File: src/rtl/host_cmd_mstr.sv
// UART host command master: sends a 3-byte command and receives single response bytes.
// Define HOST_RESP_TIMEOUT_EN to build the response timeout counter; otherwise resp_timeout is tied low.
module host_cmd_mstr #(
  parameter int BAUD_DIV    = 868,
  parameter int TIMEOUT_CYC = 2000000
) (
  input  logic        clk,
  input  logic        rst,
  input  logic [23:0] cmd,
  input  logic        send_cmd,
  output logic        cmd_sent,
  output logic        TX,
  input  logic        RX,
  output logic [7:0]  resp,
  output logic        resp_rdy,
  input  logic        clr_resp_rdy,
  output logic        resp_timeout
);

  localparam int BaudW = (BAUD_DIV > 2) ? $clog2(BAUD_DIV) : 1;
  localparam logic [BaudW-1:0] BaudLast = BaudW'(BAUD_DIV - 1);
  localparam logic [BaudW-1:0] BaudHalf = BaudW'(BAUD_DIV / 2 - 1);

  typedef enum logic [1:0] {IDLE, TX_HIGH, TX_MID, TX_LOW} txState_e;
  typedef enum logic [1:0] {RX_IDLE, RX_START, RX_DATA, RX_STOP} rxState_e;

  txState_e         txState_q, txState_d;
  logic [23:0]      hold_q, hold_d;
  logic [9:0]       txShift_q, txShift_d;
  logic [3:0]       txBit_q, txBit_d;
  logic [BaudW-1:0] txBaud_q, txBaud_d;
  logic             cmdSent_q, cmdSent_d;

  rxState_e         rxState_q, rxState_d;
  logic             rxMeta_q, rxSync_q, rxPrev_q;
  logic [BaudW-1:0] rxBaud_q, rxBaud_d;
  logic [2:0]       rxBit_q, rxBit_d;
  logic [7:0]       rxShift_q, rxShift_d;
  logic [7:0]       resp_q, resp_d;
  logic             respRdy_q, respRdy_d;
  logic             respSet, startOk;

  always_ff @(posedge clk) begin
    if (rst) begin
      txState_q <= IDLE;
      hold_q    <= '0;
      txShift_q <= '1;
      txBit_q   <= '0;
      txBaud_q  <= '0;
      cmdSent_q <= 1'b0;
      rxState_q <= RX_IDLE;
      rxMeta_q  <= 1'b1;
      rxSync_q  <= 1'b1;
      rxPrev_q  <= 1'b1;
      rxBaud_q  <= '0;
      rxBit_q   <= '0;
      rxShift_q <= '0;
      resp_q    <= '0;
      respRdy_q <= 1'b0;
    end else begin
      txState_q <= txState_d;
      hold_q    <= hold_d;
      txShift_q <= txShift_d;
      txBit_q   <= txBit_d;
      txBaud_q  <= txBaud_d;
      cmdSent_q <= cmdSent_d;
      rxState_q <= rxState_d;
      rxMeta_q  <= RX;
      rxSync_q  <= rxMeta_q;
      rxPrev_q  <= rxSync_q;
      rxBaud_q  <= rxBaud_d;
      rxBit_q   <= rxBit_d;
      rxShift_q <= rxShift_d;
      resp_q    <= resp_d;
      respRdy_q <= respRdy_d;
    end
  end

  // The next byte's frame is loaded on the same edge the stop bit ends, so bytes go out back-to-back.
  always_comb begin
    txState_d = txState_q;
    hold_d    = hold_q;
    txShift_d = txShift_q;
    txBit_d   = txBit_q;
    txBaud_d  = txBaud_q;
    cmdSent_d = cmdSent_q;
    case (txState_q)
      IDLE: begin
        if (send_cmd) begin
          hold_d    = cmd;
          cmdSent_d = 1'b0;
          txState_d = TX_HIGH;
          txShift_d = {1'b1, cmd[23:16], 1'b0};
          txBit_d   = '0;
          txBaud_d  = '0;
        end
      end
      default: begin
        if (txBaud_q != BaudLast) begin
          txBaud_d = txBaud_q + BaudW'(1);
        end else begin
          txBaud_d = '0;
          if (txBit_q != 4'd9) begin
            txBit_d   = txBit_q + 4'd1;
            txShift_d = {1'b1, txShift_q[9:1]};
          end else begin
            txBit_d = '0;
            case (txState_q)
              TX_HIGH: begin
                txState_d = TX_MID;
                txShift_d = {1'b1, hold_q[15:8], 1'b0};
              end
              TX_MID: begin
                txState_d = TX_LOW;
                txShift_d = {1'b1, hold_q[7:0], 1'b0};
              end
              default: begin
                txState_d = IDLE;
                txShift_d = '1;
                cmdSent_d = 1'b1;
              end
            endcase
          end
        end
      end
    endcase
  end

  // Receiver samples mid-bit; a completed byte setting resp_rdy outranks any clear in the same cycle.
  always_comb begin
    rxState_d = rxState_q;
    rxBaud_d  = rxBaud_q;
    rxBit_d   = rxBit_q;
    rxShift_d = rxShift_q;
    resp_d    = resp_q;
    respRdy_d = respRdy_q;
    respSet   = 1'b0;
    startOk   = 1'b0;
    case (rxState_q)
      RX_IDLE: begin
        if (rxPrev_q && !rxSync_q) begin
          rxState_d = RX_START;
          rxBaud_d  = '0;
        end
      end
      RX_START: begin
        if (rxBaud_q == BaudHalf) begin
          rxBaud_d = '0;
          rxBit_d  = '0;
          if (!rxSync_q) begin
            rxState_d = RX_DATA;
            startOk   = 1'b1;
          end else begin
            rxState_d = RX_IDLE;
          end
        end else begin
          rxBaud_d = rxBaud_q + BaudW'(1);
        end
      end
      RX_DATA: begin
        if (rxBaud_q == BaudLast) begin
          rxBaud_d  = '0;
          rxShift_d = {rxSync_q, rxShift_q[7:1]};
          rxBit_d   = rxBit_q + 3'd1;
          if (rxBit_q == 3'd7) rxState_d = RX_STOP;
        end else begin
          rxBaud_d = rxBaud_q + BaudW'(1);
        end
      end
      default: begin
        if (rxBaud_q == BaudLast) begin
          rxBaud_d  = '0;
          rxState_d = RX_IDLE;
          if (rxSync_q) begin
            respSet = 1'b1;
            resp_d  = rxShift_q;
          end
        end else begin
          rxBaud_d = rxBaud_q + BaudW'(1);
        end
      end
    endcase
    if (respSet) respRdy_d = 1'b1;
    else if (clr_resp_rdy || startOk) respRdy_d = 1'b0;
  end

  assign TX       = txShift_q[0];
  assign cmd_sent = cmdSent_q;
  assign resp     = resp_q;
  assign resp_rdy = respRdy_q;

`ifdef HOST_RESP_TIMEOUT_EN
  localparam int ToW = $clog2(TIMEOUT_CYC + 1);

  logic [ToW-1:0] toCnt_q, toCnt_d;
  logic           toRun_q, toRun_d;
  logic           timeout_q, timeout_d;

  always_ff @(posedge clk) begin
    if (rst) begin
      toCnt_q   <= '0;
      toRun_q   <= 1'b0;
      timeout_q <= 1'b0;
    end else begin
      toCnt_q   <= toCnt_d;
      toRun_q   <= toRun_d;
      timeout_q <= timeout_d;
    end
  end

  // Timer runs from cmd_sent rising until a response lands; the flag is sticky until the next accepted command.
  always_comb begin
    toCnt_d   = toCnt_q;
    toRun_d   = toRun_q;
    timeout_d = timeout_q;
    if (txState_q == IDLE && send_cmd) begin
      toRun_d   = 1'b0;
      toCnt_d   = '0;
      timeout_d = 1'b0;
    end else if (cmdSent_d && !cmdSent_q) begin
      toRun_d = 1'b1;
      toCnt_d = '0;
    end else if (respSet) begin
      toRun_d = 1'b0;
    end else if (toRun_q) begin
      if (toCnt_q == ToW'(TIMEOUT_CYC - 1)) begin
        timeout_d = 1'b1;
        toRun_d   = 1'b0;
      end else begin
        toCnt_d = toCnt_q + ToW'(1);
      end
    end
  end

  assign resp_timeout = timeout_q;
`else
  assign resp_timeout = 1'b0;
`endif

endmodule

File: config.mk
export PLATFORM = sky130hd
export DESIGN_NAME = host_cmd_mstr
export DESIGN_NICKNAME = d
export VERILOG_FILES = /design/src/rtl/host_cmd_mstr.sv
export SDC_FILE = /design/constraint.sdc
export NUM_CORES = 1
export LEC_CHECK = 0
export ABC_AREA = 1
export CORE_AREA = 3 3 83 85
export DETAILED_ROUTE_END_ITERATION = 8
export DIE_AREA = 0 0 86 88
export PLACE_DENSITY = 0.83
export SKIP_CTS_REPAIR_TIMING = 1
export SYNTH_ARGS = -nofsm -noshare
export SYNTH_HDL_FRONTEND = slang
export SYNTH_SLANG_ARGS = --single-unit
File: constraint.sdc
create_clock -name clk -period 3.4 [get_ports clk]
set_input_delay 0.34 -clock clk [delete_from_list [all_inputs] [get_ports clk]]
set_output_delay 0.34 -clock clk [all_outputs]
set_load 0.05 [all_outputs]
Yosys cells after proc, flatten, opt, wreduce, memory -nomap -nowiden. Cells that the tools add are included.

Bits of input ports: 29. Bits in writable memories: 0. Bits in registers: 78. Memories: 0. ROM bits: 0. Word-level logic and storage cells: 99. Bits in latches: 0. Output and inout bits: 12.

Equality and inequality tests: 17. Bitwise logic cells: 1. Reduce and logical (&&, ||, !) cells: 18. Multiply operators: 0. Multiplexer cells: 44. Divide/modulo/power cells: 0. Shift operators: 0. $lt $le $gt $ge: 0. $add $sub $neg: 4.

Operators with widths (number): 10-bit two-way mux (9); 10-bit by 1-bit adder with 10-bit output, second input constant (2); 2-bit two-way mux (10); 10-bit one-hot mux with 2 select lines (1); 9-bit one-hot mux with 2 select lines (1); 4-bit two-way mux (4); 1-bit two-way mux (13); 10-bit == test, second input constant (1); 10-bit by 9-bit == test with 1-bit output, second input constant (1); 10-bit != test, second input constant (1); 2-bit != test, second input constant (5); 9-bit two-way mux (1); 3-bit AND reduction (3); 3-bit two-way mux (2); 2-bit by 1-bit != test with 1-bit output, second input constant (3); 2-bit one-hot mux with 3 select lines (1); 3-bit one-hot mux with 2 select lines (1); 2-bit AND reduction (3); 5-bit AND reduction (1); 4-bit by 1-bit adder with 4-bit output, second input constant (1); 2-bit by 1-bit == test with 1-bit output, second input constant (2); 2-bit == test, second input constant (2); 2-bit zero test (2); 4-bit != test, second input constant (1); 12 further kinds (13).

Logic depth before layout (Yosys ltp). Gate-level depths: netlist of the first run.

Depth after elaboration: 6. Depth in mapped cells: 11. Mapped depth without buffers: 10.

Least setup slack after synthesis of the first run. Ideal clock, no wire load.

Kind: register -> register. Start point: register txState_q[0]. End point: register txShift_q[1]. Required time: 3.267 ns. Path buffers: 3. Arrival: 1.394 ns. Setup time: 0.133 ns. Cell stages (with the launch flop): 12. Setup slack: 1.874 ns. Cell sequence: dfxtp_1 > inv_1 > ha_1 > buf_6 > inv_6 > or2_1 > buf_6 > clkinv_8 > nor2_4 > buf_6 > nand2_1 > nand3_1.

Word-level cells in the longest chain between the ends: 5.

Ends and longest elaborated chain: start, declared (RTL line 27) `txState_e txState_q, txState_d;`; start signal, assigned (RTL line 61) `txState_q <= txState_d;`; 2-bit == test or 2-bit by 1-bit == test with 1-bit output (tied branches) (RTL line 108) `case (txState_q)`; 9-bit one-hot mux with 2 select lines (RTL line 108); 9-bit two-way mux (RTL line 103) `if (txBit_q != 4'd9) begin`; 10-bit two-way mux (RTL line 99) `if (txBaud_q != BaudLast) begin`; 10-bit two-way mux (RTL line 87) `case (txState_q)`; end signal, assigned (RTL line 63) `txShift_q <= txShift_d;`; end, declared (RTL line 29) `logic [9:0] txShift_q, txShift_d;`.

Several ways; a longest one is shown, not always the timed one. The select of a mux whose other input is x is not followed. A chain may end at the register's enable or synchronous reset.

Final worst setup path of the first run.
Start point: register txState_q[0]. End point: register txBit_q[2].

Word-level cells in the longest chain between the ends: 3.

Ends and longest elaborated chain: 2-bit zero test * (RTL line 87); 2-bit by 1-bit != test with 1-bit output (no line) or 2-bit != test (tied branches); 2-bit AND reduction (no line); end signal, assigned (RTL line 64) `txBit_q <= txBit_d;`; end, declared (RTL line 30) `logic [3:0] txBit_q, txBit_d;`.

Mark *: on every way between the ends. The rest lies on a longest branch, timed or not.

==> impl_metrics.toml, run 1 <==
[run_status]
outcome = "finished clean"

[floorplanning]
fp-row-count = 29
coreArea_um2 = 6280
die-area_um2 = 7570
io_pins = 41
die_h_um = 88
fp.dieW_um = 86
initial_utilization_pct = 59.5

[sta]
clock_skew_ps = 8.23
tightestPinTransition_ps = 499
hold_viol_final = 0
hold_slack_ps = 420
min_period_ps = 2260
setup_ws_ps = 1140
fin_tns_setup_ps = 0
slew_headroom_pct = 66.6
fin_crit_sh_pct = 66.5
slew_viol_final = 0
setup_viol = 0
rsz0062_at_grt = "no"
max_freq_ghz = 0.442

[placed_design]
post_dp_cell_area_um2 = 4110
pre_cts_ws_ps = 1150
gp_congestion = 0.889
place_hpwl_um = 5380
port_buffers = 39

[layout]
final_common_cell = "nand2_1"
nNetsFinal = 583
area_growth_pct = 14.3
drive_above_1_share_pct = 7.48
final_area_um2 = 4270
final_cell_mix = "99 x nand2_1, 85 x nor2_1, 77 x dfxtp_1, 47 x inv_1, 40 x o21ai_0"
antenna_cells = 0

[synthesis]
ys_async_sr_fraction_pct = 0
synth_cells = 513
yosys-top-cells-area = "dfxtp_1 41%, nand2_1 10%, nor2_1 8.5%"
yosys.area.top_type = "dfxtp_1"
syn_area_per_cell_um2 = 7.28
synth_top_area_share_pct = 41.3
yosys.cell_types.count = 39
synth-edff-count = 0
ys_seq_area_share_pct = 41.3
syn_nets = 552
ys_seq_elements = 77
yosysWarnings = 0
synth_area_um2 = 3730
ys.flop_type = "dfxtp_1"

[clocking]
cts_sinks = 77
cts_tree = "built"
h-tree-depth = 3
worstSkewPairLatency_ps = 340
cts-root-buf = "clkbuf_8"
numCtsBuffers = 9
clock_path_buffers = 2
cts.clk_slew.worst_paths_ps = 70

[route]
drc = 0
wire_per_inst_um = 12.1
ant_nets = 0
totalWireLength_um = 7530
vias = 3297
routed_via_density = 5.28
firstDrtPassIters = 5
drt_iter0_drc = 209

[min_path]
hold_class = "flop to flop"
hold_path_depth = 1

[global_route]
grt_pass1_vias = 3072
met2_usage_pct = 36.9
gr-usage-met1_pct = 24.9
grt_max_degree = 27
grt_overflow = 0
grt_use_total_pct = 21.0
antenna_found_initial = 0
grt_pass1_wl_um = 12900
use_met3_pct = 3.95
busiest_layer = "met2"

[setup_path]
cp-end-kind = "flop"
critPathRequiredTime_ps = 3670
arrival_ps = 2530
reg2reg_setup_slack_ps = 1140
cp_max_fo = 21
critPathKind = "flop to flop"
reg2regPathDepth = 8
start_kind = "flop"

[run]
max-cap-violations = 0

[power]
irDropWorstVdd_mv = 0.447
p_total_uw = 2700
p_leak_uw = 0.00170
powerDensity_nw_per_um2 = 632
==> registers in the layout, summed over array words and instances (netlist names) <==
name	flops
resp	8
rxSync_q	1
cmd_sent	1
txBaud_q	10
rxMeta_q	1
rxPrev_q	1
txState_q	2
rxShift_q	8
txShift_q	9
hold_q	16
rxBaud_q	10
rxState_q	2
txBit_q	4
rxBit_q	3
resp_rdy	1
==> Yosys cell counts (2+ instances only) <==
cell type  count
o211ai_2       5
o22ai_1        3
clkbuf_1       9
nor2_4         2
nand4_1        9
nor2_1        85
buf_6          4
buf_2          5
nand2_2        5
dfxtp_1       77
or2_2          2
o21ai_0       40
xor2_1         9
nand2_1       99
a21oi_1       34
nand3_1       34
o21bai_1       2
nor2_2         4
o21ai_4        2
ha_1          10
inv_1         47
nand3b_1       2
buf_4          3
nor3_1         5
nand2_4        2
==> through the flow <==
stage / utilization (%) / instances
5_1_grt: 68.0 / 625
6_report: 68.0 / 625
3_5_place_dp: 65.4 / 610
2_1_floorplan: - / 513
4_1_cts: 68.0 / 625
3_3_place_gp: 65.4 / 610
==> worst paths after layout <==
path / to / startpoint
min reg2reg: rxSync_q / rxMeta_q
min: rxSync_q / rxMeta_q
max reg2reg: txBit_q[2] / txState_q[0]
max: txBit_q[2] / txState_q[0]
==> layer usage <==
layer  up-vias  routed length, um
met5         -                  0
met4         0                143
met3        14                265
met2        61               3710
met1      1514               3420
li1       1708                  -
==> cells by family (layout without fill, tap and decap cells) <==
| logic type | Yosys count | after routing | share of synthesized area [%] |
|---|---|---|---|
| compound gates | 92 | 92 | 14.5 |
| xor+xnor | 10 | 10 | 2.35 |
| fa+ha+maj | 10 | 10 | 3.35 |
| buf+inv | 72 | 107 | 9.02 |
| flops | 77 | 77 | 41.3 |
| other cells | 1 | 1 | 0.100 |
| simple gates | 251 | 251 | 29.3 |
==> power by group <==
group / switching (uW) / total, uW / internal [uW]
Clock: 307 / 587 / 280
Sequential: 89.4 / 1130 / 1040
Combinational: 651 / 985 / 334
Total: 1050 / 2700 / 1650
==> final cells by class <==
type | instances | area [um2]
multi-input cells | 364 | 1850
well taps | 77 | 96.3
inverters | 51 | 210
flip-flops and latches | 77 | 1540
repair buffers | 41 | 405
clock inverters | 2 | 10.0
fillers | 541 | 2010
clock buffers | 13 | 149
==> worst max-delay path, cell delays in order (launching register included) <==
cell and delay, ps:
dfxtp_1 340, inv_1 70, ha_1 370, inv_6 250, or2_1 430, clkinv_8 140, nor2_4 350, nand2_1 90
a21oi_1 150
Note: power is estimated with default switching activity, not from simulation.
==> run 2: changes to the inputs <==
CORE_AREA = 3 3 86 88   (was 3 3 83 85)
DIE_AREA = 0 0 89 91   (was 0 0 86 88)
PLACE_DENSITY = 0.78   (was 0.83)
clock period = 2.3 ns   (was 3.4 ns; I/O delays follow)
==> run 2 against run 1 <==
Effect of this change: non-clock buffer count rose by 2; combinational power is 50% higher; clock power up 75%; core utilization decreased by 3.4 points; count of clock-buffer cells in the layout shrank 2; sequential cell count is the same; die area rose by 7.0%; sequential power rose by 47%; critical path depth did not move; largest cell class unchanged.
==> impl_metrics.toml, run 2 (same netlist as run 1, synthesis figures left out) <==
[sta]
clock_skew_ps = 8.80
fin_tns_setup_ps = 0
slew_headroom_pct = 66.4
min_period_ps = 2030
slew_viol_final = 0
setup_ws_ps = 272
hold_viol_final = 0
setup_viol = 0
rsz0062_at_grt = "no"
tightestPinTransition_ps = 502
fin_crit_sh_pct = 88.2
max_freq_ghz = 0.493

[power]
seq_power_share_pct = 39.9
sw_frac_of_total_pct = 37.6
irDropWorstVdd_mv = 0.585
intPower_uw = 2600
powerDensity_nw_per_um2 = 961
p_clk_share_pct = 24.6
p_comb_share_pct = 35.5
p_leak_uw = 0.00174
power.net_switching_uw = 1570

[global_route]
use_met3_pct = 3.27
busiest_layer = "met2"
antenna_found_initial = 0
grt_pass1_wl_um = 13000
gr-usage-met1_pct = 25.4
met2_usage_pct = 33.1
grt_overflow = 0
grt_pass1_vias = 3048
grt_max_degree = 32
grt_use_total_pct = 19.9

[layout]
reg_top3 = "hold_q: 16 flops, rxBaud_q: 10 flops, txBaud_q: 10 flops"
drive_above_1_share_pct = 8.36
final_common_cell = "nand2_1"
largest_reg_flops = 16
top_register = "hold_q"
area_growth_pct = 16.2
nNetsFinal = 585
antenna_cells = 0
final_cell_mix = "99 x nand2_1, 85 x nor2_1, 77 x dfxtp_1, 47 x inv_1, 40 x o21ai_0"

[setup_path]
cp_max_fo = 12
reg2reg_setup_slack_ps = 270
critPathKind = "flop to flop"
start_kind = "flop"
cp-end-kind = "flop"
critPathRequiredTime_ps = 2580
arrival_ps = 2310

[placed_design]
pre_cts_ws_ps = 298
place_hpwl_um = 5370
gp_congestion = 0.824
port_buffers = 39

[route]
drc = 0
drt_iter0_drc = 183
firstDrtPassIters = 5
wire_per_inst_um = 11.9
vias = 3267
routed_via_density = 5.19
ant_nets = 0
totalWireLength_um = 7500

[floorplanning]
io_pins = 41
die_h_um = 91
fp-row-count = 30
initial_utilization_pct = 55.5
fp.dieW_um = 89
die-area_um2 = 8100
coreArea_um2 = 6720

[clocking]
cts_sinks = 77
h-tree-depth = 3
clock_path_buffers = 2
cts-root-buf = "clkbuf_8"
worstSkewPairLatency_ps = 350
cts_tree = "built"
numCtsBuffers = 9
cts.clk_slew.worst_paths_ps = 80

[run]
max-cap-violations = 0

[run_status]
outcome = "finished clean"

[min_path]
hold_class = "flop to flop"
==> run 2: cell types whose count changed in the layout (fill, tap and decap cells not counted) <==
cell / delta
buf_12: +1
bufinv_16: +1
clkinvlp_4: +1
buf_4: +1
clkbuf_1: -3
clkbuf_8: +1
==> run 2: final timing paths <==
check | from | end | depth (start not counted)
hold / removal | rxMeta_q | rxSync_q | 1
setup reg to reg | txState_q[0] | txBit_q[2] | 8
hold reg to reg | rxMeta_q | rxSync_q | 1
setup / recovery | txState_q[0] | txBit_q[2] | 8
==> run 2: cell type report <==
type,instances,area (um2)
fillers,599,2380
clock inverters,4,47.5
inverters,51,210
clock buffers,11,151
multi-input cells,364,1850
repair buffers,43,433
well taps,80,100
flip-flops and latches,77,1540
==> run 2: through the flow <==
stage / cell area (um2) / hold WS (ps) / total power, uW / cells / util, %
floorplan: 3730 / 334 / 2890 / 513 / -
global placement: 4140 / 396 / 3130 / 615 / 61.6
detailed placement: 4140 / 399 / 3170 / 615 / 61.6
CTS: 4340 / 420 / 4190 / 630 / 64.6
global route: 4340 / 431 / 4470 / 630 / 64.6
finish: 4340 / 419 / 4170 / 630 / 64.6
==> run 2: power groups by stage <==
stage          combinational (uW)  sequential (uW)  clock (uW)
6_report                     1480             1660        1030
5_1_grt                      1680             1690        1100
4_1_cts                      1480             1660        1050
3_5_place_dp                 1480             1690           0
3_3_place_gp                 1450             1680           0
2_1_floorplan                1180             1710           0
==> run 2: worst max-delay path, stage by stage (launching register included) <==
cell and delay (ps):
dfxtp_1 350, inv_1 80, ha_1 350, inv_6 90, or2_1 370, clkinv_8 140
nor2_4 340, nand2_1 100, a21oi_1 130
==> run 2: layer usage <==
metal  vias to the layer above  routed length (um)  part of all wire [%]
met5                         -                   0                     0
li1                       1714                   -                     -
met2                        99                3530                    47
met1                      1444                3430                    46
met3                        10                 421                   5.6
met4                         0                 114                   1.5
==> run 3: changes to the inputs <==
RECOVER_POWER = 25   (was not set)
==> run 3 against run 2 <==
Effect of this change: cell area down 0.52%; clock power about the same; critical path depth unchanged; sequential cell count unchanged; register-to-register slack got worse by 50 ps; routed wire length grew 0.33%; hold slack improved by 2.0 ps; critical path type unchanged; largest cell class unchanged; largest power group unchanged; highest routed layer unchanged.
==> impl_metrics.toml, run 3 (same netlist as run 1, synthesis figures left out) <==
[run_status]
outcome = "finished clean"

[layout]
final_cell_mix = "100 x nand2_1, 85 x nor2_1, 77 x dfxtp_1, 47 x inv_1, 41 x o21ai_0"
top_register = "hold_q"
largest_reg_flops = 16
reg_top3 = "hold_q: 16 flops, rxBaud_q: 10 flops, txBaud_q: 10 flops"
seqCellArea_um2 = 1540
drive_above_1_share_pct = 8.00
multiInputGateArea_um2 = 1850
area_growth_pct = 15.6
fin_cells = 630
antenna_cells = 0
num-fill-cells = 604
nNetsFinal = 585
final_common_cell = "nand2_1"

[sta]
max_freq_ghz = 0.482
setup_viol = 0
rsz0062_at_grt = "no"
min_period_ps = 2070
hold_viol_final = 0
fin_tns_setup_ps = 0
setup_ws_ps = 226
fin_crit_sh_pct = 90.2
slew_headroom_pct = 28.3
slew_viol_final = 0
clock_skew_ps = 8.79
tightestPinTransition_ps = 1070

[placed_design]
post-place-cells = 615
pre_cts_ws_ps = 298
port_buffers = 39
place_hpwl_um = 5370
gp_congestion = 0.824

[setup_path]
critPathRequiredTime_ps = 2560
cp-end-kind = "flop"
arrival_ps = 2340
start_kind = "flop"
critPathKind = "flop to flop"
cp_slowest_cell = "or2_1"
critical_path.max_stage_delay_ps = 370
cp_max_fo = 12
path_cells = "inv_1 -> ha_1 -> clkinvlp_4 -> or2_1 -> clkinv_8 -> nor2_4 -> nand2_1 -> a21oi_1"

[clocking]
cts_tree = "built"
numCtsBuffers = 9
worstSkewPairLatency_ps = 350
clock_path_buffers = 2
cts.clk_slew.worst_paths_ps = 80
cts_sinks = 77
h-tree-depth = 3
cts-root-buf = "clkbuf_8"

[route]
ant_nets = 0
drt_iter0_drc = 180
wire_per_inst_um = 11.9
vias = 3274
routed_via_density = 5.20
totalWireLength_um = 7520
drc = 0
firstDrtPassIters = 4

[global_route]
grt_use_total_pct = 19.9
grt_pass1_wl_um = 13000
grt_pass1_vias = 3048
grt_overflow = 0
antenna_found_initial = 0
grt_max_degree = 32

[power]
p_comb_share_pct = 35.4
intPower_uw = 2590
powerDensity_nw_per_um2 = 963
p_leak_uw = 0.00175
irDropWorstVdd_mv = 0.588
seq_power_share_pct = 40.0
sw_frac_of_total_pct = 37.7
p_clk_share_pct = 24.6
power.net_switching_uw = 1570

[floorplanning]
die-area_um2 = 8100
io_pins = 41
initial_utilization_pct = 55.5
coreArea_um2 = 6720
die_h_um = 91
fp.dieW_um = 89
fp-row-count = 30

[run]
max-cap-violations = 0

[min_path]
hold_class = "flop to flop"
-- run 3: cell types whose count changed in the layout (fill, tap and decap cells not counted), sizes merged --
cell	before	now
clkinvlp	1	2
dlygate4sd3	0	10
inv	48	47
clkdlybuf4s50	39	29
buf	4	2
clkbuf	11	13
-- run 3: cell type report --
| cell class | instances | area share, % |
|---|---|---|
| Multi-Input combinational cell | 364 | 42.9 |
| Tap cell | 80 | 2.32 |
| Sequential cell | 77 | 35.7 |
| Clock buffer | 11 | 3.51 |
| Clock inverter | 4 | 1.10 |
| Timing Repair Buffer | 43 | 9.60 |
| Inverter | 51 | 4.84 |
-- run 3: power by group through the flow --
stage                     logic, uW  clock network, uW  registers, uW
after CTS                      1480               1050           1660
after detailed placement       1480                  0           1690
final                          1470               1020           1660
after global placement         1450                  0           1680
after global routing           1660               1100           1690
after floorplan                1180                  0           1710
-- run 3: worst max-delay path, delay by kind of cell, from the launching register on --
kind / cells / cell delay, ps
and+or+nand+nor: 3 / 820
buffers and inverters: 3 / 340
DFF: 1 / 350
AOI/OAI and AO/OA: 1 / 130
adders and majority gates: 1 / 340
-- run 3: final timing paths --
kind	start	end	slack [ps]	cells after the start
max reg2reg	txState_q[0]	txBit_q[2]	230	8
min	rxMeta_q	rxSync_q	420	1
max	txState_q[0]	txBit_q[2]	230	8
min reg2reg	rxMeta_q	rxSync_q	420	1
-- run 3: per-layer routing --
layer | share of wire (%) | global-route usage, %
met2 | 47 | 33.1
met1 | 46 | 25.4
met5 | 0 | 0
met3 | 4.6 | 3.27
met4 | 1.8 | 7.44
-- run 3: metrics by stage --
| step | instance area, um2 | power, uW | utilization [%] | hold slack, ps |
|---|---|---|---|---|
| after global placement | 4140 | 3130 | 61.6 | 396 |
| after CTS | 4340 | 4190 | 64.6 | 420 |
| after floorplan | 3730 | 2890 | - | 334 |
| final | 4320 | 4160 | 64.2 | 421 |
| after global routing | 4320 | 4450 | 64.2 | 431 |
| after detailed placement | 4140 | 3170 | 61.6 | 399 |
